`src/rtl/conv_out_pkg.sv`:
```
// Shared sizing helpers, default-derived sizes and FSM encoding for the tile serializer.
package conv_out_pkg;

  localparam int unsigned DEF_KERNEL_SIZE       = 3;
  localparam int unsigned DEF_INPUT_TILE_SIZE   = 4;
  localparam int unsigned DEF_INPUT_DATA_WIDTH  = 8;
  localparam int unsigned DEF_KERNEL_DATA_WIDTH = 8;

  // Output tile edge of a valid (no padding) convolution.
  function automatic int unsigned calc_p_out(int unsigned tile_size, int unsigned kernel_size);
    return tile_size - kernel_size + 1;
  endfunction

  // Accumulator width: product width plus headroom for the kernel sum.
  function automatic int unsigned calc_acc_width(int unsigned kdw, int unsigned idw);
    return kdw + idw + 13;
  endfunction

  localparam int unsigned P_OUT     = calc_p_out(DEF_INPUT_TILE_SIZE, DEF_KERNEL_SIZE);
  localparam int unsigned ACC_WIDTH = calc_acc_width(DEF_KERNEL_DATA_WIDTH, DEF_INPUT_DATA_WIDTH);
  localparam int unsigned N_WORDS   = P_OUT * P_OUT;

  typedef enum logic [1:0] {
    ST_IDLE = 2'd0,
    ST_LOAD = 2'd1,
    ST_EMIT = 2'd2
  } state_e;

endpackage

```
`src/rtl/requant_sat.sv`:
```
// Round-half-up arithmetic right shift followed by ReLU/unsigned or signed saturation.
module requant_sat #(
  parameter int unsigned ACC_WIDTH = 29,
  parameter int unsigned OUT_WIDTH = 8,
  parameter int unsigned SHIFT     = 8,
  parameter int unsigned RELU      = 1
) (
  input  logic signed [ACC_WIDTH-1:0] x_i,
  output logic        [OUT_WIDTH-1:0] y_o
);

  // One guard bit so the rounding add can never wrap.
  localparam int unsigned EW     = ACC_WIDTH + 1;
  localparam int unsigned RND_SH = (SHIFT > 0) ? SHIFT - 1 : 0;
  localparam logic [EW-1:0] RND  = (SHIFT > 0) ? (EW'(1) << RND_SH) : '0;
  localparam logic signed [EW-1:0] MAX_U = $signed((EW'(1) << OUT_WIDTH) - EW'(1));
  localparam logic signed [EW-1:0] MAX_S = $signed((EW'(1) << (OUT_WIDTH - 1)) - EW'(1));
  localparam logic signed [EW-1:0] MIN_S = ~MAX_S;

  logic signed [EW-1:0] sum;
  logic signed [EW-1:0] y;

  // Round, shift, then clamp into the output range.
  always_comb begin
    sum = $signed({x_i[ACC_WIDTH-1], x_i}) + $signed(RND);
    y   = sum >>> SHIFT;
    y_o = y[OUT_WIDTH-1:0];
    if (RELU != 0) begin
      if (y[EW-1])       y_o = '0;
      else if (y > MAX_U) y_o = MAX_U[OUT_WIDTH-1:0];
    end else begin
      if (y > MAX_S)      y_o = MAX_S[OUT_WIDTH-1:0];
      else if (y < MIN_S) y_o = MIN_S[OUT_WIDTH-1:0];
    end
  end

endmodule

```
`src/rtl/conv_tile_output_serializer.sv`:
```
// Captures PE output tiles into a 2-deep tile FIFO and streams requantized words over valid/ready.
module conv_tile_output_serializer
  import conv_out_pkg::*;
#(
  parameter int unsigned KERNEL_SIZE       = 3,
  parameter int unsigned INPUT_TILE_SIZE   = 4,
  parameter int unsigned INPUT_DATA_WIDTH  = 8,
  parameter int unsigned KERNEL_DATA_WIDTH = 8,
  parameter int unsigned OUT_WIDTH         = 8,
  parameter int unsigned SHIFT             = 8,
  parameter int unsigned RELU              = 1,
  localparam int unsigned P      = calc_p_out(INPUT_TILE_SIZE, KERNEL_SIZE),
  localparam int unsigned ACC    = calc_acc_width(KERNEL_DATA_WIDTH, INPUT_DATA_WIDTH),
  localparam int unsigned TILE_W = P * P * ACC
) (
  input  logic                 clk,
  input  logic                 reset,
  input  logic [TILE_W-1:0]    i_tile_data,
  input  logic                 i_tile_valid,
  output logic                 o_tile_ready,
  output logic [OUT_WIDTH-1:0] o_pixel_data,
  output logic                 o_pixel_valid,
  output logic                 o_pixel_last,
  input  logic                 i_pixel_ready,
  output logic                 o_tile_done,
  output logic                 o_drop
);

  localparam int unsigned N     = P * P;
  localparam int unsigned IDX_W = (N > 1) ? $clog2(N) : 1;
  localparam logic [IDX_W-1:0] LAST_IDX = IDX_W'(N - 1);

  logic [TILE_W-1:0]    buf_q [2];
  logic                 wr_ptr_q, rd_ptr_q;
  logic [1:0]           count_q;
  state_e               state_q, state_d;
  logic [TILE_W-1:0]    sreg_q, sreg_d;
  logic [IDX_W-1:0]     idx_q, idx_d;
  logic                 valid_q, valid_d;
  logic                 last_q, last_d;
  logic                 done_q, done_d;
  logic                 drop_q;
  logic [OUT_WIDTH-1:0] data_q, rq_word;
  logic                 pop_c, push_c, hs_c;

  assign hs_c         = valid_q & i_pixel_ready;
  assign o_tile_ready = (count_q < 2'd2) | pop_c;
  assign push_c       = i_tile_valid & o_tile_ready;

  // Next state, shift-register advance and pop decision; a pop reloads word 0 with no bubble.
  always_comb begin
    state_d = state_q;
    sreg_d  = sreg_q;
    idx_d   = idx_q;
    valid_d = valid_q;
    done_d  = 1'b0;
    pop_c   = 1'b0;
    case (state_q)
      ST_IDLE: begin
        if (count_q != 2'd0) pop_c = 1'b1;
      end
      ST_LOAD, ST_EMIT: begin
        state_d = ST_EMIT;
        if (hs_c) begin
          if (idx_q == LAST_IDX) begin
            done_d  = 1'b1;
            valid_d = 1'b0;
            state_d = ST_IDLE;
            if (count_q != 2'd0) pop_c = 1'b1;
          end else begin
            idx_d  = idx_q + IDX_W'(1);
            sreg_d = sreg_q >> ACC;
          end
        end
      end
      default: state_d = ST_IDLE;
    endcase
    if (pop_c) begin
      state_d = ST_LOAD;
      sreg_d  = buf_q[rd_ptr_q];
      idx_d   = '0;
      valid_d = 1'b1;
    end
    last_d = valid_d & (idx_d == LAST_IDX);
  end

  requant_sat #(
    .ACC_WIDTH(ACC),
    .OUT_WIDTH(OUT_WIDTH),
    .SHIFT    (SHIFT),
    .RELU     (RELU)
  ) u_requant (
    .x_i(sreg_d[ACC-1:0]),
    .y_o(rq_word)
  );

  // Tile storage carries no reset; occupancy is tracked by count_q.
  always_ff @(posedge clk) begin
    if (push_c) buf_q[wr_ptr_q] <= i_tile_data;
  end

  // Control, pointers and registered outputs.
  always_ff @(posedge clk or negedge reset) begin
    if (!reset) begin
      state_q  <= ST_IDLE;
      wr_ptr_q <= 1'b0;
      rd_ptr_q <= 1'b0;
      count_q  <= 2'd0;
      sreg_q   <= '0;
      idx_q    <= '0;
      valid_q  <= 1'b0;
      last_q   <= 1'b0;
      done_q   <= 1'b0;
      drop_q   <= 1'b0;
      data_q   <= '0;
    end else begin
      state_q <= state_d;
      sreg_q  <= sreg_d;
      idx_q   <= idx_d;
      valid_q <= valid_d;
      last_q  <= last_d;
      done_q  <= done_d;
      data_q  <= rq_word;
      count_q <= count_q + {1'b0, push_c} - {1'b0, pop_c};
      if (push_c) wr_ptr_q <= ~wr_ptr_q;
      if (pop_c)  rd_ptr_q <= ~rd_ptr_q;
      if (i_tile_valid && !o_tile_ready) drop_q <= 1'b1;
    end
  end

  assign o_pixel_data  = data_q;
  assign o_pixel_valid = valid_q;
  assign o_pixel_last  = last_q;
  assign o_tile_done   = done_q;
  assign o_drop        = drop_q;

endmodule
```
`config.mk`:
```
export PLATFORM = sky130hd
export DESIGN_NAME = conv_tile_output_serializer
export DESIGN_NICKNAME = d
export VERILOG_FILES = /design/src/rtl/conv_out_pkg.sv /design/src/rtl/requant_sat.sv /design/src/rtl/conv_tile_output_serializer.sv
export SDC_FILE = /design/constraint.sdc
export NUM_CORES = 1
export LEC_CHECK = 0
export BUFFER_PORTS_ARGS = -buffer_cell sky130_fd_sc_hd__buf_2
export CAP_MARGIN = 40
export CORE_MARGIN = 2
export CORE_UTILIZATION = 30
export CTS_CLUSTER_DIAMETER = 100
export CTS_CLUSTER_SIZE = 28
export DETAILED_ROUTE_END_ITERATION = 8
export PLACE_DENSITY = 0.54
export SLEW_MARGIN = 30
export SYNTH_ARGS = -nofsm -noshare
export SYNTH_HDL_FRONTEND = slang
export SYNTH_HIERARCHICAL = 1
export SYNTH_SLANG_ARGS = --single-unit
```
`constraint.sdc`:
```
create_clock -name clk -period 7.55 [get_ports clk]
set_clock_uncertainty 0.15 [all_clocks]
set_input_delay 0.3775 -clock clk [delete_from_list [all_inputs] [get_ports clk]]
set_output_delay 0.3775 -clock clk [all_outputs]
set_load 0.01 [all_outputs]
```
==> impl_metrics.yaml, run 1 <==
outcome:
  status: "complete, no violations"
critical_path:
  critPathLaunchType: "flip-flop"
  rr_worst_depth: 14
  cp.arrival_ns: 4.77
  startpoint: "state_q[1]"
  timing.rr.end: "o_pixel_data[1]"
  path_cells: "inv_1, ha_1, and3_1, a31oi_4, nor2_4, buf_4, mux2i_1, ha_1, nand3_1, nor3_1, and3_1, o22ai_1, nor4_4, a21oi_1"
  critPathMaxStageDelay_ns: 0.57
  crit_slowest_cell: "mux2i_1"
  crit_required_ns: 7.76
  regToRegStartpoint: "state_q[1]"
  path_max_fanout: 30
  crit_type: "flip-flop to flip-flop"
  endpoint_kind: "flip-flop"
  reg2reg_setup_slack_ns: 2.99
finish:
  fillers: 3638
  drive_above_1_share_pct: 16.4
  syn2layout_area_growth_pct: 20.9
  diodes: 0
  multi_input_comb_area_um2: 3280
  nNetsFinal: 1018
  regArea_um2: 7990
  fin_area_um2: 14000
  stdcell_count: 1412
detailed_routing:
  drt_iter0_markers: 223
  met2_length_um: 10900
  drt-total-wl_um: 23500
  met3_length_um: 892
  wl_met1_um: 11400
  drc: 0
  ant_nets: 0
  viasPerCell: 4.39
  firstDrtPassIters: 5
  routedWlPerCell_um: 16.7
  via_count: 6203
  routed.top_layer: "met4"
sta:
  max_freq_ghz: 0.220
  rsz0062_at_grt: "no"
  fin_setup_tns_ns: 0
  holdWs_ns: 0.0386
  layout_setup_ws_ns: 2.99
  finalCriticalPeriod_ns: 4.56
  setup_viol: 0
  tightest_slew_ns: 0.798
  fin_crit_sh_pct: 60.3
  max-slew-margin-rel_pct: 46.8
  drv_slew: 0
  final-hold-violation-count: 0
floorplan:
  core_um2: 37800
  ioPinCount: 133
  start_util_pct: 30.6
  rows: 71
  dieHeight_um: 200
  dieArea_um2: 40100
  dieWidth_um: 200
clocking:
  clk_latency_ns: 0.50
  clk_pin_slew_ns: 0.11
  h-tree-depth: 1
  cts_root_buf: "clkbuf_16"
  postCtsResizedCells: 0
  cts_setup_buffers: 0
  cts_tree: "done"
  clock-sinks: 284
  numCtsBuffers: 14
  ctsHoldBuffers: 89
  clockBufferDepth: 3
hold_path:
  hold_path.class: "input pin to flip-flop"
  hold_start: "i_tile_valid"
  min_to: "o_drop"
  worstHoldPathCells: 3
placed_design:
  gp_congestion: 0.728
  post-dp-hpwl_um: 14900
  dp.cells: 1299
  port_buffers: 104
  dp_worst_setup_slack_ns: 2.97
  place_area_um2: 12600
yosys:
  synth_fp_nets: 835
  yosys_warnings: 6
  synth_area_per_cell_um2: 16.3
  synth_cells: 710
  synth_area_um2: 11600
power:
  vdd_ir_drop_max_v: 0.000210
  powerDensity_nw_per_um2: 406
  p_leak_nw: 5.83
grt:
  antenna_found_initial: 0
  grt_pass1_vias: 6454
  track_usage_pct: 11.8
  grt_max_degree: 75
  overflow: 0
  grt_pass1_wl_um: 37600
flow_run:
  cap_violations: 0
report_power, final:
| group | total, W | internal, W | switching, W |
|---|---|---|---|
| Combinational | 0.00226 | 0.000943 | 0.00131 |
| Sequential | 0.00250 | 0.00224 | 0.000254 |
| Clock | 0.000922 | 0.000433 | 0.000489 |
placed cells by master (no fill, tap or decap), types with 3 or more instances in the layout:
| cell | count |
|---|---|
| a21oi_1 | 14 |
| and3_1 | 5 |
| buf_2 | 103 |
| buf_4 | 12 |
| clkbuf_1 | 6 |
| clkbuf_16 | 16 |
| dfrtp_1 | 107 |
| dlygate4sd3_1 | 89 |
| edfxtp_1 | 176 |
| ha_1 | 5 |
| inv_1 | 11 |
| mux2i_1 | 242 |
| nand2_1 | 34 |
| nand3_1 | 9 |
| nand4_1 | 4 |
| nor2_1 | 8 |
| nor3_1 | 6 |
| nor4_1 | 4 |
| o211ai_1 | 3 |
| o21ai_0 | 5 |
| xnor2_1 | 9 |
| xor2_1 | 5 |
worst max-delay path by stage:
stage                           end  slack, ns  cells past startpoint
floorplan             buf_q[0][100]       2.14                      6
global route        o_pixel_data[7]       2.62                     14
finish              o_pixel_data[1]       2.99                     14
CTS                 o_pixel_data[1]       2.96                     13
global placement    o_pixel_data[0]       3.03                     13
detailed placement  o_pixel_data[1]       2.97                     13
metal layers:
layer | GRT usage [%] | vias up
li1 | - | 3009
met4 | 2.59 | 0
met2 | 19.1 | 105
met5 | 0 | -
met3 | 1.56 | 21
met1 | 16.9 | 3068
worst max-delay path, delay by kind of cell (launching register included):
kind	cells	cell delay (ns)
and+or+nand+nor	6	1.64
adders and majority gates	2	0.72
muxes	1	0.57
buffers and inverters	2	0.53
AOI/OAI and AO/OA	3	0.41
DFF	1	0.39
registers in the layout, indices dropped and copies added, names as in the netlist:
name           flops
buf_q            176
sreg_q            88
o_pixel_data       8
count_q            2
idx_q              2
state_q            2
o_drop             1
o_pixel_last       1
o_pixel_valid      1
o_tile_done        1
rd_ptr_q           1
wr_ptr_q           1
metrics by stage:
| stage | util [%] | power (W) |
|---|---|---|
| final | 36.9 | 0.00568 |
| after global routing | 36.9 | 0.00608 |
| after CTS | 36.9 | 0.00578 |
| after detailed placement | 33.3 | 0.00480 |
| after global placement | 33.2 | 0.00474 |
| after floorplan | - | 0.00426 |
final cells by class:
type	count	share of cell area, %
clock buffers	22	3.02
flip-flops and latches	284	57.2
inverters	11	0.295
well taps	511	4.57
multi-input cells	375	23.5
clock inverters	2	0.331
repair buffers	207	11.1
No activity file was read; power rests on OpenSTA's default activity.
==> inputs of run 2 (changes only) <==
Settings changed: PLACE_DENSITY 0.54 to 0.56.
Clock period 7.55 ns to 4.1 ns, I/O delays scaled along.
==> impl_metrics.yaml, run 2 (synthesis results as in run 1) <==
detailed_routing:
  drt_iter0_markers: 247
  ant_nets: 0
  routedWlPerCell_um: 16.4
  viasPerCell: 4.39
  drt-total-wl_um: 23600
  firstDrtPassIters: 7
  drc: 0
  via_count: 6297
grt:
  overflow: 0
  grt_pass1_wl_um: 37600
  grt_max_degree: 89
  track_usage_pct: 11.8
  antenna_found_initial: 0
  grt_pass1_vias: 6583
sta:
  max-slew-margin-rel_pct: 49.1
  final-hold-violation-count: 0
  max_freq_ghz: 0.261
  rsz0062_at_grt: "no"
  drv_slew: 0
  tightest_slew_ns: 0.763
  fin_setup_tns_ns: 0
  finalCriticalPeriod_ns: 3.84
  fin_crit_sh_pct: 93.6
  setup_viol: 0
  holdWs_ns: 0.137
power:
  vdd_ir_drop_max_v: 0.000315
  powerDensity_nw_per_um2: 757
  p_leak_nw: 5.94
critical_path:
  crit_slowest_cell: "dfrtp_1"
  crit_required_ns: 4.33
  cp.arrival_ns: 4.06
  path_cells: "inv_1, ha_1, and3_1, a31oi_4, nor2_4, buf_12, mux2i_1, buf_4, ha_1, nand3_1, nor3_1, and3_1, o22ai_1, nor4_4, buf_4, a21oi_1"
  critPathMaxStageDelay_ns: 0.39
  endpoint_kind: "flip-flop"
  crit_type: "flip-flop to flip-flop"
  critPathLaunchType: "flip-flop"
  path_max_fanout: 23
placed_design:
  gp_congestion: 0.744
  post-dp-hpwl_um: 15100
  port_buffers: 104
finish:
  final_common_cell: "mux2i_1"
  largest_reg_flops: 176
  nNetsFinal: 1041
  drive_above_1_share_pct: 18.6
  fillers: 3647
  regMostFlops: "buf_q"
  diodes: 0
  final_cell_mix: "mux2i_1 (241), edfxtp_1 (176), dfrtp_1 (107), buf_2 (103), dlygate4sd3_1 (91)"
  regArea_um2: 7990
  multi_input_comb_area_um2: 3290
  syn2layout_area_growth_pct: 22.6
clocking:
  clk_pin_slew_ns: 0.10
  cts_root_buf: "clkbuf_16"
  h-tree-depth: 1
  clock-sinks: 284
  clockBufferDepth: 3
  clk_latency_ns: 0.50
  cts_tree: "done"
  numCtsBuffers: 14
floorplan:
  dieHeight_um: 200
  start_util_pct: 30.6
  dieWidth_um: 200
  rows: 71
  ioPinCount: 133
  core_um2: 37800
  dieArea_um2: 40100
hold_path:
  hold_path.class: "input pin to asynchronous set/reset pin"
flow_run:
  cap_violations: 0
outcome:
  status: "complete, no violations"
run 2: timing repair:
item | in CTS | in global routing
resized for setup | 0 | 1
setup buffers | 0 | 1
hold endpoints to repair | 228 | 0
endpoints found under the setup margin | 0 | 8
hold buffers | 91 | 0
run 2: final cells by class:
| class | instances | area share [%] |
|---|---|---|
| repair buffers | 230 | 12.3 |
| flip-flops and latches | 284 | 56.4 |
| well taps | 511 | 4.51 |
| inverters | 11 | 0.291 |
| multi-input cells | 375 | 23.2 |
| clock inverters | 3 | 0.362 |
| clock buffers | 21 | 2.97 |
run 2: worst paths after layout:
check	from	end	depth (start not counted)	slack, ns
max in group asynchronous	reset	rd_ptr_q	3	2.70
worst min register to register	o_drop	o_drop	1	0.34
worst max register to register	state_q[1]	o_pixel_data[1]	16	0.26
worst max-delay path	state_q[1]	o_pixel_data[1]	16	0.26
min in group clk	i_tile_data[27]	buf_q[1][27]	2	0.27
worst min-delay path	reset	o_drop	2	0.14
run 2: report_power, final:
group / leakage (nW) / internal [W] / total, W / switching [W]
combinational: 2.79 / 0.00198 / 0.00447 / 0.00249
sequential: 2.92 / 0.00412 / 0.00457 / 0.000443
clock: 0.231 / 0.000795 / 0.00170 / 0.000904
run 2: critical path: cells and delay by family, from the launching register on:
kind | cells | cell delay (ns)
buffers and inverters | 4 | 0.61
AND/OR/NAND/NOR | 6 | 1.39
AO/OA/AOI/OAI | 3 | 0.34
multiplexers | 1 | 0.21
adder cells (fa/ha/maj) | 2 | 0.61
flip-flops | 1 | 0.39
run 2: stage by stage:
stage / util, % / cells / area, um^2 / setup slack, ns / power [W]
2_1_floorplan: - / 710 / 11600 / 0.171 / 0.00783
6_report: 37.5 / 1435 / 14200 / 0.263 / 0.0107
3_3_place_gp: 33.7 / 1318 / 12800 / 0.315 / 0.00903
5_1_grt: 37.5 / 1435 / 14200 / 0.0529 / 0.0115
4_1_cts: 37.4 / 1434 / 14200 / 0.159 / 0.0109
3_5_place_dp: 33.8 / 1319 / 12800 / 0.173 / 0.00913
run 2: per-layer routing:
metal | track usage (%) | part of all wire (%) | vias to the layer above | wire, um
met5 | 0 | 0 | - | 0
met4 | 2.41 | 1.5 | 0 | 361
met3 | 1.81 | 3.6 | 22 | 853
met2 | 19.2 | 47 | 101 | 11000
met1 | 16.8 | 48 | 3126 | 11400
li1 | - | - | 3048 | -
==> inputs of run 3 (changes only) <==
Settings changed: REMOVE_ABC_BUFFERS set to 1.
==> impl_metrics.yaml, run 3 (synthesis results as in run 1) <==
sta:
  tightest_slew_ns: 0.817
  max_freq_ghz: 0.262
  setup_viol: 0
  fin_crit_sh_pct: 92.9
  holdWs_ns: 0.277
  drv_slew: 0
  rsz0062_at_grt: "no"
  final-hold-violation-count: 0
  finalCriticalPeriod_ns: 3.81
  max-slew-margin-rel_pct: 45.3
placed_design:
  post-dp-hpwl_um: 14500
  port_buffers: 104
  gp_congestion: 0.757
  place_area_um2: 12800
  dp.cells: 1322
detailed_routing:
  viasPerCell: 4.38
  drt_iter0_markers: 346
  drt-total-wl_um: 23200
  firstDrtPassIters: 4
  via_count: 6315
  routedWlPerCell_um: 16.1
  drc: 0
  ant_nets: 0
floorplan:
  dieArea_um2: 40100
  core_um2: 37800
  dieHeight_um: 200
  start_util_pct: 30.6
  ioPinCount: 133
  rows: 71
  dieWidth_um: 200
finish:
  fillers: 3612
  fin_area_um2: 14300
  stdcell_count: 1442
  final_cell_mix: "mux2i_1 (238), edfxtp_1 (176), dfrtp_1 (107), buf_2 (103), dlygate4sd3_1 (93)"
  drive_above_1_share_pct: 19.4
  largest_reg_flops: 176
  diodes: 0
  regMostFlops: "buf_q"
  final_common_cell: "mux2i_1"
  syn2layout_area_growth_pct: 23.6
  nNetsFinal: 1048
clocking:
  cts_tree: "done"
  clk_pin_slew_ns: 0.10
  h-tree-depth: 1
  clock-sinks: 284
  clk_latency_ns: 0.50
  cts_root_buf: "clkbuf_16"
  clockBufferDepth: 3
  numCtsBuffers: 15
critical_path:
  crit_slowest_cell: "dfrtp_1"
  path_max_fanout: 18
  endpoint_kind: "flip-flop"
  critPathMaxStageDelay_ns: 0.37
  critPathLaunchType: "flip-flop"
  crit_required_ns: 4.30
  cpMostUsedCell: "buf_4"
  crit_type: "flip-flop to flip-flop"
  cp.arrival_ns: 4.01
  cpLargestDelayFamily: "simple AND/OR/NAND/NOR gates"
  path_buf_inv: 5
  path_cells: "inv_1, ha_1, and3_2, nand2_4, buf_12, mux2i_1, mux2i_1, buf_4, ha_1, buf_4, and3_1, o211ai_1, o211ai_1, nor4_4, buf_4, a21oi_1"
hold_path:
  hold_path.class: "input pin to flip-flop"
power:
  vdd_ir_drop_max_v: 0.000265
  p_total_w: 0.0108
  p_leak_nw: 5.98
  powerDensity_nw_per_um2: 753
grt:
  grt_pass1_wl_um: 36500
  overflow: 0
  grt_pass1_vias: 6454
  met3_usage_pct: 1.64
  track_usage_pct: 11.5
  met2_usage_pct: 19.5
  antenna_found_initial: 0
  grt-busiest-layer: "met2"
  grt_max_degree: 53
  use_met1_pct: 15.7
flow_run:
  cap_violations: 0
outcome:
  status: "complete, no violations"
-- run 3: repair_timing --
action,in CTS,in global routing
resized for setup,1,4
setup buffers,0,1
hold buffers,93,0
setup endpoints to repair,3,8
pin swaps,0,1
endpoints found under the hold margin,260,0
-- run 3: area by class of cell --
cell class                      count  area [um^2]  area share, %
Timing Repair Buffer              236         1830           12.8
Tap cell                          511          639           4.47
Clock buffer                       19          390           2.73
Multi-Input combinational cell    375         3300           23.1
Sequential cell                   284         7990           55.9
Clock inverter                      6         91.3          0.639
Inverter                           11         41.3          0.289
-- run 3: path summary, 6_finish.rpt --
kind | from | depth (start not counted) | slack [ns] | endpoint
setup reg to reg | state_q[0] | 16 | 0.29 | o_pixel_data[3]
min in group asynchronous | reset | 3 | 0.52 | sreg_q[46]
hold reg to reg | o_drop | 1 | 0.33 | o_drop
setup / recovery | state_q[0] | 16 | 0.29 | o_pixel_data[3]
hold / removal | i_tile_data[100] | 2 | 0.28 | buf_q[0][100]
max in group asynchronous | reset | 4 | 2.05 | sreg_q[80]
-- run 3: through the flow --
| stage | setup WS (ns) | util [%] | setup TNS (ns) |
|---|---|---|---|
| 2_1_floorplan | -2.89 | - | -237.81 |
| 3_3_place_gp | 0.168 | 33.8 | 0 |
| 3_5_place_dp | 0.0477 | 33.9 | 0 |
| 4_1_cts | 0.0143 | 37.6 | 0 |
| 5_1_grt | 0.0653 | 37.8 | 0 |
| 6_report | 0.289 | 37.8 | 0 |
-- run 3: worst reg2reg max path, delay by kind of cell (launching register included) --
| kind | cells | cell delay (ns) |
|---|---|---|
| muxes | 2 | 0.30 |
| DFF | 1 | 0.37 |
| buffers and inverters | 5 | 0.83 |
| adders and majority gates | 2 | 0.53 |
| AOI/OAI and AO/OA | 3 | 0.46 |
| and+or+nand+nor | 4 | 1.01 |
-- run 3: power breakdown --
group          total [W]  internal, W  switching [W]
Clock            0.00170     0.000773       0.000927
Combinational    0.00453      0.00202        0.00251
Sequential       0.00454      0.00413       0.000410
-- run 3: layer usage --
layer  routed length [um]  vias to the layer above
met5                    0                        -
met2                11400                       98
met1                10700                     3143
met3                  754                       17
li1                     -                     3057
met4                  381                        0
